## src/rtl/pipe_ctrl_pkg.sv

```systemverilog
// Shared pipeline-control types: hazard FSM states and the NOP used for bubbles.
package pipe_ctrl_pkg;

  typedef enum logic [1:0] {
    RUN      = 2'd0,
    MEM_WAIT = 2'd1,
    REDIRECT = 2'd2,
    ILLEGAL  = 2'd3
  } ctrl_state_e;

  // addi x0, x0, 0 -- loaded by the pipeline registers on bubble
  localparam logic [31:0] NOP_INSTR = 32'h00000013;

endpackage

```

## src/rtl/hazard_detect.sv

```systemverilog
// Load-use comparator: a load in EXE whose rd feeds a source of the IF instruction.
module hazard_detect (
  input  logic       exe_is_load,
  input  logic       exe_reg_we,
  input  logic [4:0] exe_rd,
  input  logic [4:0] if_rs1,
  input  logic [4:0] if_rs2,
  input  logic       if_uses_rs1,
  input  logic       if_uses_rs2,
  output logic       load_use
);

  logic rs1_hit, rs2_hit;

  assign rs1_hit  = if_uses_rs1 && (if_rs1 == exe_rd);
  assign rs2_hit  = if_uses_rs2 && (if_rs2 == exe_rd);
  // x0 is never a real dependency
  assign load_use = exe_is_load && exe_reg_we && (exe_rd != 5'd0) && (rs1_hit || rs2_hit);

endmodule

```

## src/rtl/pipe_hazard_ctrl.sv

```systemverilog
// Hazard/stall sequencer for the IF/EXE/WB pipeline: DMEM wait, redirect flush,
// load-use interlock, plus a sticky DMEM timeout flag and a saturating stall counter.
module pipe_hazard_ctrl
  import pipe_ctrl_pkg::*;
#(
  parameter int FLUSH_CYCLES = 1,
  parameter int TIMEOUT      = 64,
  parameter int CNT_W        = 16
) (
  input  logic             clk,
  input  logic             rst,
  input  logic             exe_branch_taken,
  input  logic             exe_is_load,
  input  logic             exe_reg_we,
  input  logic [4:0]       exe_rd,
  input  logic [4:0]       if_rs1,
  input  logic [4:0]       if_rs2,
  input  logic             if_uses_rs1,
  input  logic             if_uses_rs2,
  input  logic             dmem_req,
  input  logic             dmem_ack,
  output logic             pc_stall,
  output logic             if2exe_hold,
  output logic             if2exe_bubble,
  output logic             exe2wb_hold,
  output logic             exe2wb_bubble,
  output logic             kill_fetch,
  output logic             mem_timeout,
  output logic [1:0]       ctrl_state,
  output logic [CNT_W-1:0] stall_count
);

  localparam int WAIT_W = (TIMEOUT < 2) ? 1 : $clog2(TIMEOUT + 1);

  ctrl_state_e       state, state_n;
  logic [1:0]        flush_cnt, flush_n;
  logic [WAIT_W-1:0] wait_cnt, wait_n;
  logic              load_use, tmo, timeout_hit, release_eval;
  logic              stall_c, hold_c, bub_c, exb_c, kill_c;

  hazard_detect u_detect (
    .exe_is_load (exe_is_load),
    .exe_reg_we  (exe_reg_we),
    .exe_rd      (exe_rd),
    .if_rs1      (if_rs1),
    .if_rs2      (if_rs2),
    .if_uses_rs1 (if_uses_rs1),
    .if_uses_rs2 (if_uses_rs2),
    .load_use    (load_use)
  );

  assign tmo = (TIMEOUT != 0) && (wait_cnt == WAIT_W'(TIMEOUT));

  always_comb begin
    state_n      = state;
    flush_n      = flush_cnt;
    wait_n       = wait_cnt;
    timeout_hit  = 1'b0;
    release_eval = 1'b0;
    stall_c      = 1'b0;
    hold_c       = 1'b0;
    bub_c        = 1'b0;
    exb_c        = 1'b0;
    kill_c       = 1'b0;
    case (state)
      RUN: begin
        if (dmem_req && !dmem_ack) begin
          stall_c = 1'b1;
          hold_c  = 1'b1;
          exb_c   = 1'b1;
          wait_n  = WAIT_W'(1);
          state_n = MEM_WAIT;
        end else begin
          release_eval = 1'b1;
        end
      end
      MEM_WAIT: begin
        if (dmem_ack || tmo) begin
          timeout_hit  = tmo;
          release_eval = 1'b1;
        end else begin
          stall_c = 1'b1;
          hold_c  = 1'b1;
          exb_c   = 1'b1;
          if (wait_cnt != '1) wait_n = wait_cnt + WAIT_W'(1);
        end
      end
      REDIRECT: begin
        // EXE holds a bubble here, so no request, branch or load-use can be live
        bub_c  = 1'b1;
        kill_c = 1'b1;
        if (flush_cnt != 2'd0) flush_n = flush_cnt - 2'd1;
        if (flush_cnt <= 2'd1) state_n = RUN;
      end
      default: state_n = RUN;
    endcase

    // Shared tail of RUN and of a MEM_WAIT release: redirect beats load-use
    if (release_eval) begin
      state_n = RUN;
      if (exe_branch_taken) begin
        bub_c  = 1'b1;
        kill_c = 1'b1;
        if (FLUSH_CYCLES > 1) begin
          flush_n = 2'(FLUSH_CYCLES - 1);
          state_n = REDIRECT;
        end
      end else if (load_use) begin
        stall_c = 1'b1;
        bub_c   = 1'b1;
      end
    end
  end

  always_ff @(posedge clk) begin
    if (rst) begin
      state       <= RUN;
      flush_cnt   <= 2'd0;
      wait_cnt    <= '0;
      mem_timeout <= 1'b0;
      stall_count <= '0;
    end else begin
      state       <= state_n;
      flush_cnt   <= flush_n;
      wait_cnt    <= wait_n;
      mem_timeout <= mem_timeout | timeout_hit;
      if (stall_c && (stall_count != '1)) stall_count <= stall_count + CNT_W'(1);
    end
  end

  assign pc_stall      = !rst && stall_c;
  assign if2exe_hold   = !rst && hold_c;
  assign if2exe_bubble = rst || bub_c;
  assign exe2wb_hold   = 1'b0;
  assign exe2wb_bubble = rst || exb_c;
  assign kill_fetch    = !rst && kill_c;
  assign ctrl_state    = state;

endmodule

```

## config.mk

```make
export PLATFORM = sky130hd
export DESIGN_NAME = pipe_hazard_ctrl
export DESIGN_NICKNAME = d
export VERILOG_FILES = /design/src/rtl/pipe_ctrl_pkg.sv /design/src/rtl/hazard_detect.sv /design/src/rtl/pipe_hazard_ctrl.sv
export SDC_FILE = /design/constraint.sdc
export NUM_CORES = 1
export LEC_CHECK = 0
export CAP_MARGIN = 0
export CELL_PAD_IN_SITES_DETAIL_PLACEMENT = 1
export CELL_PAD_IN_SITES_GLOBAL_PLACEMENT = 1
export CORE_ASPECT_RATIO = 1.5
export CORE_UTILIZATION = 37
export DETAILED_ROUTE_END_ITERATION = 7
export GPL_ROUTABILITY_DRIVEN = 1
export PLACE_DENSITY_LB_ADDON = 0.1
export SYNTH_ARGS = -nofsm -noshare
export SYNTH_HDL_FRONTEND = slang
export SYNTH_SLANG_ARGS = --single-unit
```

## constraint.sdc

```tcl
create_clock -name clk -period 4 [get_ports clk]
set_input_delay 0.4 -clock clk [delete_from_list [all_inputs] [get_ports clk]]
set_output_delay 0.4 -clock clk [all_outputs]
set_load 0.02 [all_outputs]
```

### Word level (Yosys, flattened, before mapping)

Cells that the tools add are included.

* $mul: 0
* magnitude comparators: 1
* equal/unequal tests: 11
* $add $sub $neg: 3
* div/mod/pow operators: 0
* shift operators: 0
* reductions and logical operators: 24
* bitwise gates (word level): 2
* muxes and demuxes: 24

Operators by type and width (number)
* two-way mux 7 bit: 3
* adder 16 x 1 -> 16 bit, second input constant: 1
* inequality test 16 bit, second input constant: 1
* two-way mux 1 bit: 15
* case mux 7 bit (2 select lines): 1
* == test 5 bit: 2
* logical AND 1 bit: 10
* inequality test 2 bit, second input constant: 4
* adder 7 x 1 -> 7 bit, second input constant: 1
* == test 7 bit, second input constant: 1
* inequality test 7 bit, second input constant: 1
* case mux 2 bit (3 select lines): 1
* nonzero test 5 bit: 1
* logical OR 1 bit: 4
* two-way mux 2 bit: 2
* case mux 1 bit (2 select lines): 2
* AND reduction 4 bit: 1
* nonzero test 2 bit: 2
* AND reduction 3 bit: 1
* == test 2 x 1 -> 1 bit, second input constant: 1
* == test 2 bit, second input constant: 1
* less-or-equal comparator 2 x 1 -> 1 bit, second input constant: 1
* logical NOT 1 bit: 2
* logical NOT 2 bit: 1
* other kinds (5): 5

* bits of input ports: 24
* register bits after elaboration: 28
* latch bits: 0
* RAM bits: 0
* ROM bits: 0
* memories kept: 0
* output and inout port bits: 25

### Logic depth before layout (Yosys ltp)

Gate-level depths: netlist of run 1.

* depth in word-level cells: 8
* gate-level depth with buffers: 9
* mapped depth without buffers: 8

### Cells and area by module

Synthesis of run 1 repeated with hierarchy kept, for this count alone.

* cell total of the unflattened synthesis: 177
* area, all modules: 1453.9 um^2

Modules (own cells, without submodules)
* pipe_hazard_ctrl: instances 1, area each 1318.8 um^2, cells each 160
* hazard_detect: instances 1, area each 135.1 um^2, cells each 17

### Least setup slack after synthesis of run 1

OpenSTA, ideal clock, no wires.

* path type: input to output
* start point: in exe_rd[0]
* end point: out pc_stall
* stages: 6
* setup slack: 1.904 ns
* data arrival time: 1.696 ns
* buffers on the path: 2
* cells stage by stage: or3_1 > o311a_1 > a31oi_2 > buf_6 > buf_6 > nor2_1

* longest elaborated chain between the ends: 8
* elaborated cells on any way between the ends: 12
* classes of those cells: eq/ne (2); mux (3); reduce/logical (7)

RTL lines
* from (decl): RTL line pipe_hazard_ctrl.sv:15 `input logic [4:0] exe_rd,`
* == test 5 bit, on equally long branches: RTL line hazard_detect.sv:15, hazard_detect.sv:16
* logical AND 1 bit, on equally long branches: RTL line hazard_detect.sv:15, hazard_detect.sv:16
* logical OR 1 bit: RTL line hazard_detect.sv:18 `assign load_use = exe_is_load && exe_reg_we && (exe_rd != 5'd0) && (rs1_hit || rs2_hit);`
* logical AND 1 bit *: RTL line hazard_detect.sv:18
* two-way mux 1 bit *: RTL line pipe_hazard_ctrl.sv:108 `end else if (load_use) begin`
* two-way mux 1 bit *: RTL line pipe_hazard_ctrl.sv:101 `if (exe_branch_taken) begin`
* two-way mux 1 bit *: RTL line pipe_hazard_ctrl.sv:99 `if (release_eval) begin`
* logical AND 1 bit *: RTL line pipe_hazard_ctrl.sv:131 `assign pc_stall = !rst && stall_c;`
* to (decl): RTL line pipe_hazard_ctrl.sv:22 `output logic pc_stall,`

Every way passes the cells marked *; elsewhere a longest branch is shown, timed or not.

### Worst setup path in the final report of run 1

* start point: in exe_rd[0]
* end point: out if2exe_bubble

* longest elaborated chain between the ends: 8
* elaborated cells on any way between the ends: 12
* classes of those cells: eq/ne (2); mux (3); reduce/logical (7)

RTL lines
* == test 5 bit, on equally long branches: RTL line hazard_detect.sv:15, hazard_detect.sv:16
* logical AND 1 bit, on equally long branches: RTL line hazard_detect.sv:15, hazard_detect.sv:16
* logical OR 1 bit: RTL line hazard_detect.sv:18
* logical AND 1 bit *: RTL line hazard_detect.sv:18
* two-way mux 1 bit *: RTL line pipe_hazard_ctrl.sv:108
* two-way mux 1 bit *: RTL line pipe_hazard_ctrl.sv:101
* two-way mux 1 bit *: RTL line pipe_hazard_ctrl.sv:99
* logical OR 1 bit *: RTL line pipe_hazard_ctrl.sv:133 `assign if2exe_bubble = rst || bub_c;`
* to (decl): RTL line pipe_hazard_ctrl.sv:24 `output logic if2exe_bubble,`

Marks and branches as above.

==> qor.yml, run 1 <==
maxCapViolCount: 0
grt_usage_pct: 20.3
synthDistinctLibCells: 48
yosysTopAreaCell: "dfxtp_1"
syn_area_per_cell_um2: 8.90
rsz0062_at_grt: "false"
io_pins: 49
synthTopCellsByArea: "dfxtp_1 32%, xnor2_1 5.6%, or4_1 4.8%"
dp_hpwl_um: 3220
clkPwrFrac_pct: 31.3
drt_iter0_drc: 26
swShare_pct: 25.9
hold_violations: 0
synth-edff-count: 0
root_buffer: "clkbuf_8"
tns_ps: 0
die_x_um: 55.1
grt_max_degree: 30
gp_congestion: 0.778
port_buffers: 46
period_needed_ps: 2820
rows: 28
cts_sinks: 25
synth_seq_cells: 25
dpl_cell_area_um2: 2000
finalMaxSlewViolations: 0
cp.required_ps: 3600
ctsResizeCount: 0
drc: 0
antenna_found_initial: 0
wirelength_um: 4150
power_density_nw_per_um2: 241
async_flop_share_pct: 0
drt-wirelength-per-cell_um: 15.8
synthTopCellsByCount: "25 x dfxtp_1, 16 x nor2_1, 14 x a21oi_1"
fin_area_um2: 2050
seqCellArea_um2: 500
viasPerCell: 5.61
cp.arrival_ps: 2420
synth.most_common_cell: "dfxtp_1"
n_antenna_cell: 0
power_frac_seq_pct: 51.6
yosysTopAreaCellShare_pct: 31.9
numCtsBuffers: 3
path_class: "in -> out"
tightest_slew_ps: 916
cts_tree: "built"
clkLatencyLatePin_ps: 270
initial_utilization_pct: 39.2
core_um2: 3990
postCtsSetupBuffers: 0
synthesis.area_um2: 1570
start_kind: "input port"
synth_seq_area_share_pct: 31.9
final_antenna_net_count: 0
syn2layout_area_growth_pct: 30.8
fin_crit_sh_pct: 70.5
drive_gt1_share_pct: 11.1
intPower_mw: 0.365
status: "complete, no violations"
min_path_type: "reg -> reg"
slew_headroom_pct: 38.7
n_fill_cell: 474
first_pass_iters: 4
switchingPower_mw: 0.128
ctsHoldBuffers: 0
cts.path.max_buffers: 2
dieHeight_um: 81.7
fin_nets: 245
cts-htree-levels: 1
syn_inst: 176
skew_ps: 8.41
clkTransAtPathRegs_ps: 90
die_area_um2: 4500
setup_viol: 0
grt_pass1_wl_um: 6740
vdd_drop_max_v: 0.000127
ys.flop_type: "dfxtp_1"
pwr-share-comb_pct: 17.1
yosys_warnings: 0
grt_overflow: 0
multi_input_area_um2: 952
end_kind: "primary output"
fmax_ghz: 0.355
vias: 1469
worstPathMaxFanout: 3
grt_pass1_vias: 1461
leakage_nw: 0.686
==> worst paths after layout <==
path,startpoint,endpoint,slack (ps),depth (start not counted)
worst max-delay path,exe_rd[0],if2exe_bubble,1180,6
worst min-delay path,stall_count[5],stall_count[5],500,2
worst min register to register,stall_count[5],stall_count[5],500,2
worst max register to register,stall_count[6],stall_count[13],1540,6
==> area by class of cell <==
type                    instances  area share [%]
flip-flops and latches         25            24.4
multi-input cells             135            46.5
clock buffers                   3            2.01
repair buffers                 48            23.2
clock inverters                 1           0.244
inverters                       5           0.916
well taps                      45            2.75
==> metal layers <==
layer	up-vias	part of all wire (%)	global-route usage, %
met1	721	38	21.4
met3	6	1.4	2.22
met5	-	0	0
li1	722	-	-
met4	0	1.7	8.00
met2	20	59	38.4
==> kinds of logic (layout without fill, tap and decap cells) <==
logic type,Yosys count,in the layout,synth area share [%]
buf+inv,17,57,7.51
xor+xnor,14,14,7.83
mux,3,3,2.88
compound gates,40,40,18.1
other cells,1,2,0.239
flops,25,25,31.9
fa+ha+maj,3,3,2.40
simple gates,73,73,29.1
==> power by group through the flow <==
stage                     sequential [mW]  combinational, mW  clock (mW)
after floorplan                     0.262             0.0448           0
after global placement              0.260             0.0826           0
after detailed placement            0.260             0.0850           0
after CTS                           0.255             0.0853       0.161
after global routing                0.255             0.0915       0.167
final                               0.255             0.0842       0.154
==> critical path, stage by stage <==
cell,delay [ps]
clkdlybuf4s50_1,480
or3_1,400
o311a_1,320
a21oi_1,170
o21bai_1,90
clkdlybuf4s50_1,540
==> cells in the final DEF (no fill, tap or decap), types with 2 or more instances in the layout <==
cell              n
nor4_2            3
nor2_1           16
dfxtp_1          25
inv_1             5
clkdlybuf4s50_1  46
ha_1              3
o21a_1            2
mux2_4            3
o21ba_2           3
nand3_1           9
xor2_1            4
nand2b_1          2
nand2_1           9
a21oi_1          14
clkbuf_8          3
or4_1            10
o31ai_1           9
nand4_1           6
conb_1            2
or3_1             3
nor2b_1           3
buf_4             2
xnor2_1          10
o21ai_0           2
==> flip-flops by register name (all words and copies together), names as in the netlist <==
signal	flops
mem_timeout	1
ctrl_state	1
wait_cnt	7
stall_count	16
==> stage by stage <==
step	util, %	instances	setup slack [ps]	power [mW]	hold WS (ps)
finish	51.3	262	1180	0.493	496
floorplan	-	177	1900	0.307	459
global placement	50.2	258	1230	0.343	478
CTS	51.3	262	1160	0.501	506
detailed placement	50.2	258	1170	0.345	493
global route	51.3	262	1100	0.514	551
Note: power is estimated with default switching activity, not from simulation.
==> run 2, diff against run 1 <==
--- a/config.mk
+++ b/config.mk
@@ -9,7 +9,7 @@
 export CELL_PAD_IN_SITES_DETAIL_PLACEMENT = 1
 export CELL_PAD_IN_SITES_GLOBAL_PLACEMENT = 1
 export CORE_ASPECT_RATIO = 1.5
-export CORE_UTILIZATION = 37
+export CORE_UTILIZATION = 31
 export DETAILED_ROUTE_END_ITERATION = 7
 export GPL_ROUTABILITY_DRIVEN = 1
 export PLACE_DENSITY_LB_ADDON = 0.1
==> constraint.sdc (replaced) <==
create_clock -name clk -period 2.43 [get_ports clk]
set_input_delay 0.243 -clock clk [delete_from_list [all_inputs] [get_ports clk]]
set_output_delay 0.243 -clock clk [all_outputs]
set_load 0.02 [all_outputs]
==> run 2 against run 1 <==
Net effect:
- total power increased by 67%
- clock skew decreased by 6.6 ps
- final cell count increased by 11%
- global-route usage decreased by 2.5 points
- via count increased by 3.3%
- clock-buffer cell count unchanged
- sequential share of layout area decreased by 1.2 points
- first-iteration DRC count increased by 100%
- combinational power increased by 75%
- clock power increased by 66%
==> qor.yml, run 2 (synthesis gave the netlist of run 1 again) <==
status: "complete, no violations"
min_path_type: "reg -> reg"
drive_gt1_share_pct: 14.6  # +3.5 points
fin_nets: 254  # +3.7%
rows: 31  # +11%
dp_hpwl_um: 3410  # +5.8%
grt_max_degree: 26  # -13%
drt_iter0_drc: 53  # +100%
worstPathMaxFanout: 3  # unchanged
die_area_um2: 5350  # +19%
rsz0062_at_grt: "false"
largest_register_ffs: 16  # unchanged
setup_ws_ps: 172  # -1010 ps
clkLatencyLatePin_ps: 270  # about the same
seqCellArea_um2: 500  # unchanged
reg_top3: "stall_count: 16 flops, wait_cnt: 7 flops"
antenna_found_initial: 0  # unchanged
gp_congestion: 0.786  # +0.96%
cts.path.max_buffers: 2  # unchanged
maxCapViolCount: 0  # unchanged
syn2layout_area_growth_pct: 37.4
port_buffers: 46  # unchanged
end_kind: "primary output"
fin_crit_sh_pct: 92.9
p_total_mw: 0.821  # +67%
n_antenna_cell: 0  # unchanged
n_fill_cell: 583  # +23%
drc: 0  # unchanged
setup_viol: 0  # unchanged
first_pass_iters: 4  # unchanged
cts_tree: "built"
start_kind: "input port"
cp.arrival_ps: 2010  # -410 ps
cts-htree-levels: 1  # unchanged
most-common-layout-cells: "42 x clkdlybuf4s50_1, 25 x dfxtp_1, 16 x nor2_1"
grt_pass1_wl_um: 7250  # +7.6%
skew_ps: 1.83  # -6.58 ps
grt_usage_pct: 17.8  # -2.5 points
initial_utilization_pct: 32.3  # -6.9 points
power_density_nw_per_um2: 382  # +59%
path_class: "in -> out"
final_antenna_net_count: 0  # unchanged
vias: 1518  # +3.3%
multi_input_area_um2: 952  # unchanged
leakage_nw: 0.767  # +12%
cts_sinks: 25  # unchanged
cp.required_ps: 2190  # -1410 ps
pre_cts_slack_ps: -75.7  # -1250 ps
dieHeight_um: 89.1  # +9.0%
grt_overflow: 0  # unchanged
core_um2: 4850  # +21%
drt-wirelength-per-cell_um: 14.8  # -6.9%
numCtsBuffers: 3  # unchanged
wirelength_um: 4310  # +3.8%
grt_pass1_vias: 1584  # +8.4%
worst_hold_slack_ps: 510  # +13.8 ps
fmax_ghz: 0.443
vdd_drop_max_v: 0.000214  # +69%
viasPerCell: 5.20  # -7.3%
finalMaxSlewViolations: 0  # unchanged
period_needed_ps: 2260
clkTransAtPathRegs_ps: 90  # about the same
die_x_um: 60.0  # +8.9%
root_buffer: "clkbuf_8"
regMostFlops: "stall_count"
layout_commonest_cell: "clkdlybuf4s50_1"
io_pins: 49  # unchanged
hold_violations: 0  # unchanged
## run 2: cell types whose count changed in the layout (fill, tap and decap cells not counted), sizes merged
cell,previous run,this run
buf,2,11
clkdlybuf4s50,46,42
dlygate4sd2,0,1
clkinvlp,0,1
dlymetal6s2s,0,3
clkinv,1,0
## run 2: repair_timing
item,CTS,global route
hold endpoints to repair,0,0
hold buffers,0,0
resized for setup,1,4
endpoints found under the setup margin,1,3
setup buffers,0,0
## run 2: layer usage
| layer | vias to the layer above | share of wire [%] | track usage, % | routed length, µm |
|---|---|---|---|---|
| li1 | 741 | - | - | - |
| met1 | 745 | 37 | 18.5 | 1600 |
| met2 | 28 | 59 | 35.7 | 2560 |
| met3 | 4 | 2.5 | 1.59 | 107 |
| met4 | 0 | 1.0 | 5.92 | 43 |
| met5 | - | 0 | 0 | 0 |
## run 2: final timing paths
| kind | slack (ps) | start | end | cells after the start |
|---|---|---|---|---|
| hold / removal | 510 | stall_count[9] | stall_count[9] | 2 |
| hold reg to reg | 510 | stall_count[9] | stall_count[9] | 2 |
| setup reg to reg | 290 | stall_count[6] | stall_count[7] | 7 |
| setup / recovery | 170 | exe_rd[2] | pc_stall | 6 |
## run 2: layout make-up
class	instances	area share, %
timing repair buffer	57	25.5
clock buffer	3	1.92
tap	66	3.84
sequential	25	23.3
multi-input combinational	135	44.2
inverter	5	0.872
clock inverter	1	0.349
## run 2: critical path: stages
cell and delay (ps):
clkdlybuf4s50_1 460, or3_1 330, o311a_1 330, a31oi_2 220, nor2_1 80, dlygate4sd2_1 340
## run 2: power breakdown
group          total [mW]  switching [mW]  leakage [nW]  internal [mW]
Combinational       0.147          0.0674         0.544         0.0800
Sequential          0.419         0.00525         0.202          0.414
Clock               0.255           0.139        0.0217          0.116
Total               0.821           0.211         0.767          0.610
## run 2: metrics by stage
stage / utilization, % / instances / area [µm²] / TNS [ps]
detailed placement: 43.3 / 288 / 2100 / -273
floorplan: - / 177 / 1570 / 0
global route: 44.4 / 292 / 2150 / 0
CTS: 44.2 / 292 / 2140 / 0
global placement: 43.3 / 288 / 2100 / -83.1
finish: 44.4 / 292 / 2150 / 0
==> run 3, diff against run 2 <==
--- a/config.mk
+++ b/config.mk
@@ -9,10 +9,13 @@
 export CELL_PAD_IN_SITES_DETAIL_PLACEMENT = 1
 export CELL_PAD_IN_SITES_GLOBAL_PLACEMENT = 1
 export CORE_ASPECT_RATIO = 1.5
-export CORE_UTILIZATION = 31
+export CORE_UTILIZATION = 32
+export CTS_BUF_LIST = sky130_fd_sc_hd__clkbuf_4
 export DETAILED_ROUTE_END_ITERATION = 7
 export GPL_ROUTABILITY_DRIVEN = 1
+export GPL_TIMING_DRIVEN = 1
 export PLACE_DENSITY_LB_ADDON = 0.1
+export SLEW_MARGIN = 0
 export SYNTH_ARGS = -nofsm -noshare
 export SYNTH_HDL_FRONTEND = slang
 export SYNTH_SLANG_ARGS = --single-unit
==> run 3 against run 2 <==
Net effect:
- via count decreased by 0.40%
- final cell count increased by 0.34%
- worst hold slack got worse by 6.4 ps
- clock skew increased by 5.8 ps
- critical path depth increased by 1
- sequential power about the same
- clock-buffer cell count unchanged
- sequential share of layout area increased by 0.095 points
- critical endpoint is now stall_count[10]
- largest cell class unchanged
- largest power group unchanged
==> qor.yml, run 3 (synthesis gave the netlist of run 1 again) <==
dieHeight_um: 87.7  # -1.5%
clkLatencyLatePin_ps: 320  # +50 ps
start_kind: "flip-flop"
drt_iter0_drc: 51  # -3.8%
hold_end: "stall_count[5]"
largest_register_ffs: 16  # unchanged
n_fill_cell: 571  # -2.1%
vdd_drop_max_v: 0.000156  # -27%
fmax_ghz: 0.442  # -0.31%
cts.path.max_buffers: 2  # unchanged
worst_hold_slack_ps: 504  # -6.37 ps
viasPerCell: 5.16  # -0.74%
setup_viol: 0  # unchanged
grt_pass1_vias: 1615  # +2.0%
most-common-layout-cells: "42 x clkdlybuf4s50_1, 25 x dfxtp_1, 16 x nor2_1"
n_antenna_cell: 0  # unchanged
die_x_um: 59.1  # -1.5%
grt_usage_pct: 17.5  # -0.27 points
cp_cell_sequence: "and4_4, nand3_4, or2_4, nor3_4, buf_4, o31ai_1, a21oi_1"
cts_sinks: 25  # unchanged
antenna_found_initial: 0  # unchanged
regMostFlops: "stall_count"
wirelength_um: 4160  # -3.5%
dpl_cell_area_um2: 2120  # +0.95%
drive_gt1_share_pct: 15.7  # +1.1 points
fin_nets: 257  # +1.2%
cpMaxStageDelayCell: "nor3_4"
tightest_slew_ps: 540
fin_cells: 293  # +0.34%
path_class: "reg -> reg"
core_um2: 4620  # -4.8%
cts_tree: "built"
power_density_nw_per_um2: 356  # -6.8%
r2r-end: "stall_count[10]"
fin_crit_sh_pct: 93.2  # +0.29 points
layout_commonest_cell: "clkdlybuf4s50_1"
ctsHoldBuffers: 0  # unchanged
r2r_start: "stall_count[6]"
grt_max_degree: 30  # +15%
hold_depth: 2  # unchanged
p_total_mw: 0.762  # -7.2%
rows: 30  # -3.2%
numCtsBuffers: 3  # unchanged
io_pins: 49  # unchanged
slew_headroom_pct: 63.9
drt-wirelength-per-cell_um: 14.2  # -3.9%
clkTransAtPathRegs_ps: 150  # +60 ps
placedCellCount: 289  # +0.35%
fin_area_um2: 2140  # -0.41%
syn2layout_area_growth_pct: 36.8
port_buffers: 46  # unchanged
grt_overflow: 0  # unchanged
rsz0062_at_grt: "false"
min_path_type: "reg -> reg"
status: "complete, no violations"
r2r_slack_ps: 170  # -120 ps
cp.arrival_ps: 2520  # +510 ps
root_buffer: "clkbuf_4"
min_from: "stall_count[5]"
initial_utilization_pct: 33.9  # +1.6 points
rr_worst_depth: 7  # unchanged
die_area_um2: 5180  # -3.0%
gp_congestion: 0.723  # -8.0%
postCtsSetupBuffers: 0  # unchanged
drc: 0  # unchanged
first_pass_iters: 3  # -1
worst-path-buf-inv: 1  # -1
maxCapViolCount: 0  # unchanged
fin_util_pct: 46.4  # +2.0 points
cp_slowest_stage_delay_ps: 480  # +20 ps
cts-htree-levels: 1  # unchanged
final_antenna_net_count: 0  # unchanged
hold_violations: 0  # unchanged
leakage_nw: 0.761  # -0.79%
cp.required_ps: 2680  # +490 ps
worstPathMaxFanout: 12  # +9
skew_ps: 7.61  # +5.78 ps
grt_pass1_wl_um: 7090  # -2.3%
dp_hpwl_um: 3380  # -0.80%
cp_top_family: "simple AND/OR/NAND/NOR gates"
reg_top3: "stall_count: 16 flops, wait_cnt: 7 flops"
end_kind: "flip-flop"
vias: 1512  # -0.40%
period_needed_ps: 2260  # +6.94 ps
finalMaxSlewViolations: 0  # unchanged
-- run 3: changes by cell type in the layout (fill, tap and decap cells not counted), sizes merged --
| cell | change |
|---|---|
| clkinvlp | -1 |
| dlymetal6s2s | -2 |
| clkinv | +1 |
| dlygate4sd2 | +2 |
| buf | +3 |
-- run 3: routing by layer --
metal  part of all wire (%)  up-vias  wire length, µm  GRT usage (%)
li1                       -      749                -              -
met1                     39      719             1610           19.1
met2                     56       40             2340           33.3
met3                    4.0        4              166           2.95
met4                   0.87        0               36           5.63
met5                      0        -                0              0
-- run 3: area by class of cell --
type	instances	area [µm²]	share of cell area, %
clock inverters	1	5.00	0.234
multi-input cells	135	952	44.4
flip-flops and latches	25	500	23.4
well taps	64	80.1	3.74
clock buffers	3	22.5	1.05
inverters	5	18.8	0.876
repair buffers	60	564	26.3
-- run 3: through the flow --
step	setup WS, ps	TNS, ps
3_5_place_dp	-124	-1260
4_1_cts	58.0	0
2_1_floorplan	399	0
3_3_place_gp	-63.8	-100
5_1_grt	22.7	0
6_report	165	0
-- run 3: worst max-delay path by stage --
| stage | startpoint | end | slack [ps] | cells past startpoint |
|---|---|---|---|---|
| CTS | wait_cnt[4] | if2exe_hold | 60 | 5 |
| floorplan | stall_count[6] | stall_count[13] | 400 | 7 |
| global placement | exe_rd[0] | pc_stall | -60 | 6 |
| global route | stall_count[6] | stall_count[10] | 20 | 7 |
| finish | stall_count[6] | stall_count[10] | 170 | 7 |
| detailed placement | exe_rd[0] | stall_count[15] | -120 | 9 |
-- run 3: power breakdown --
part | switching, mW | leakage [nW] | internal (mW)
Clock | 0.132 | 0.0177 | 0.0617
Sequential | 0.00529 | 0.202 | 0.414
Combinational | 0.0684 | 0.542 | 0.0806
Total | 0.205 | 0.761 | 0.557
-- run 3: what timing repair did --
| action | in CTS | in global routing |
|---|---|---|
| pin swaps | 0 | 0 |
| setup endpoints to repair | 3 | 1 |
| gates resized for setup | 3 | 1 |
-- run 3: worst reg2reg max path, cell delays in order, from the launching register on --
cell	delay [ps]
dfxtp_1	470
and4_4	290
nand3_4	110
or2_4	300
nor3_4	480
buf_4	280
o31ai_1	100
a21oi_1	160
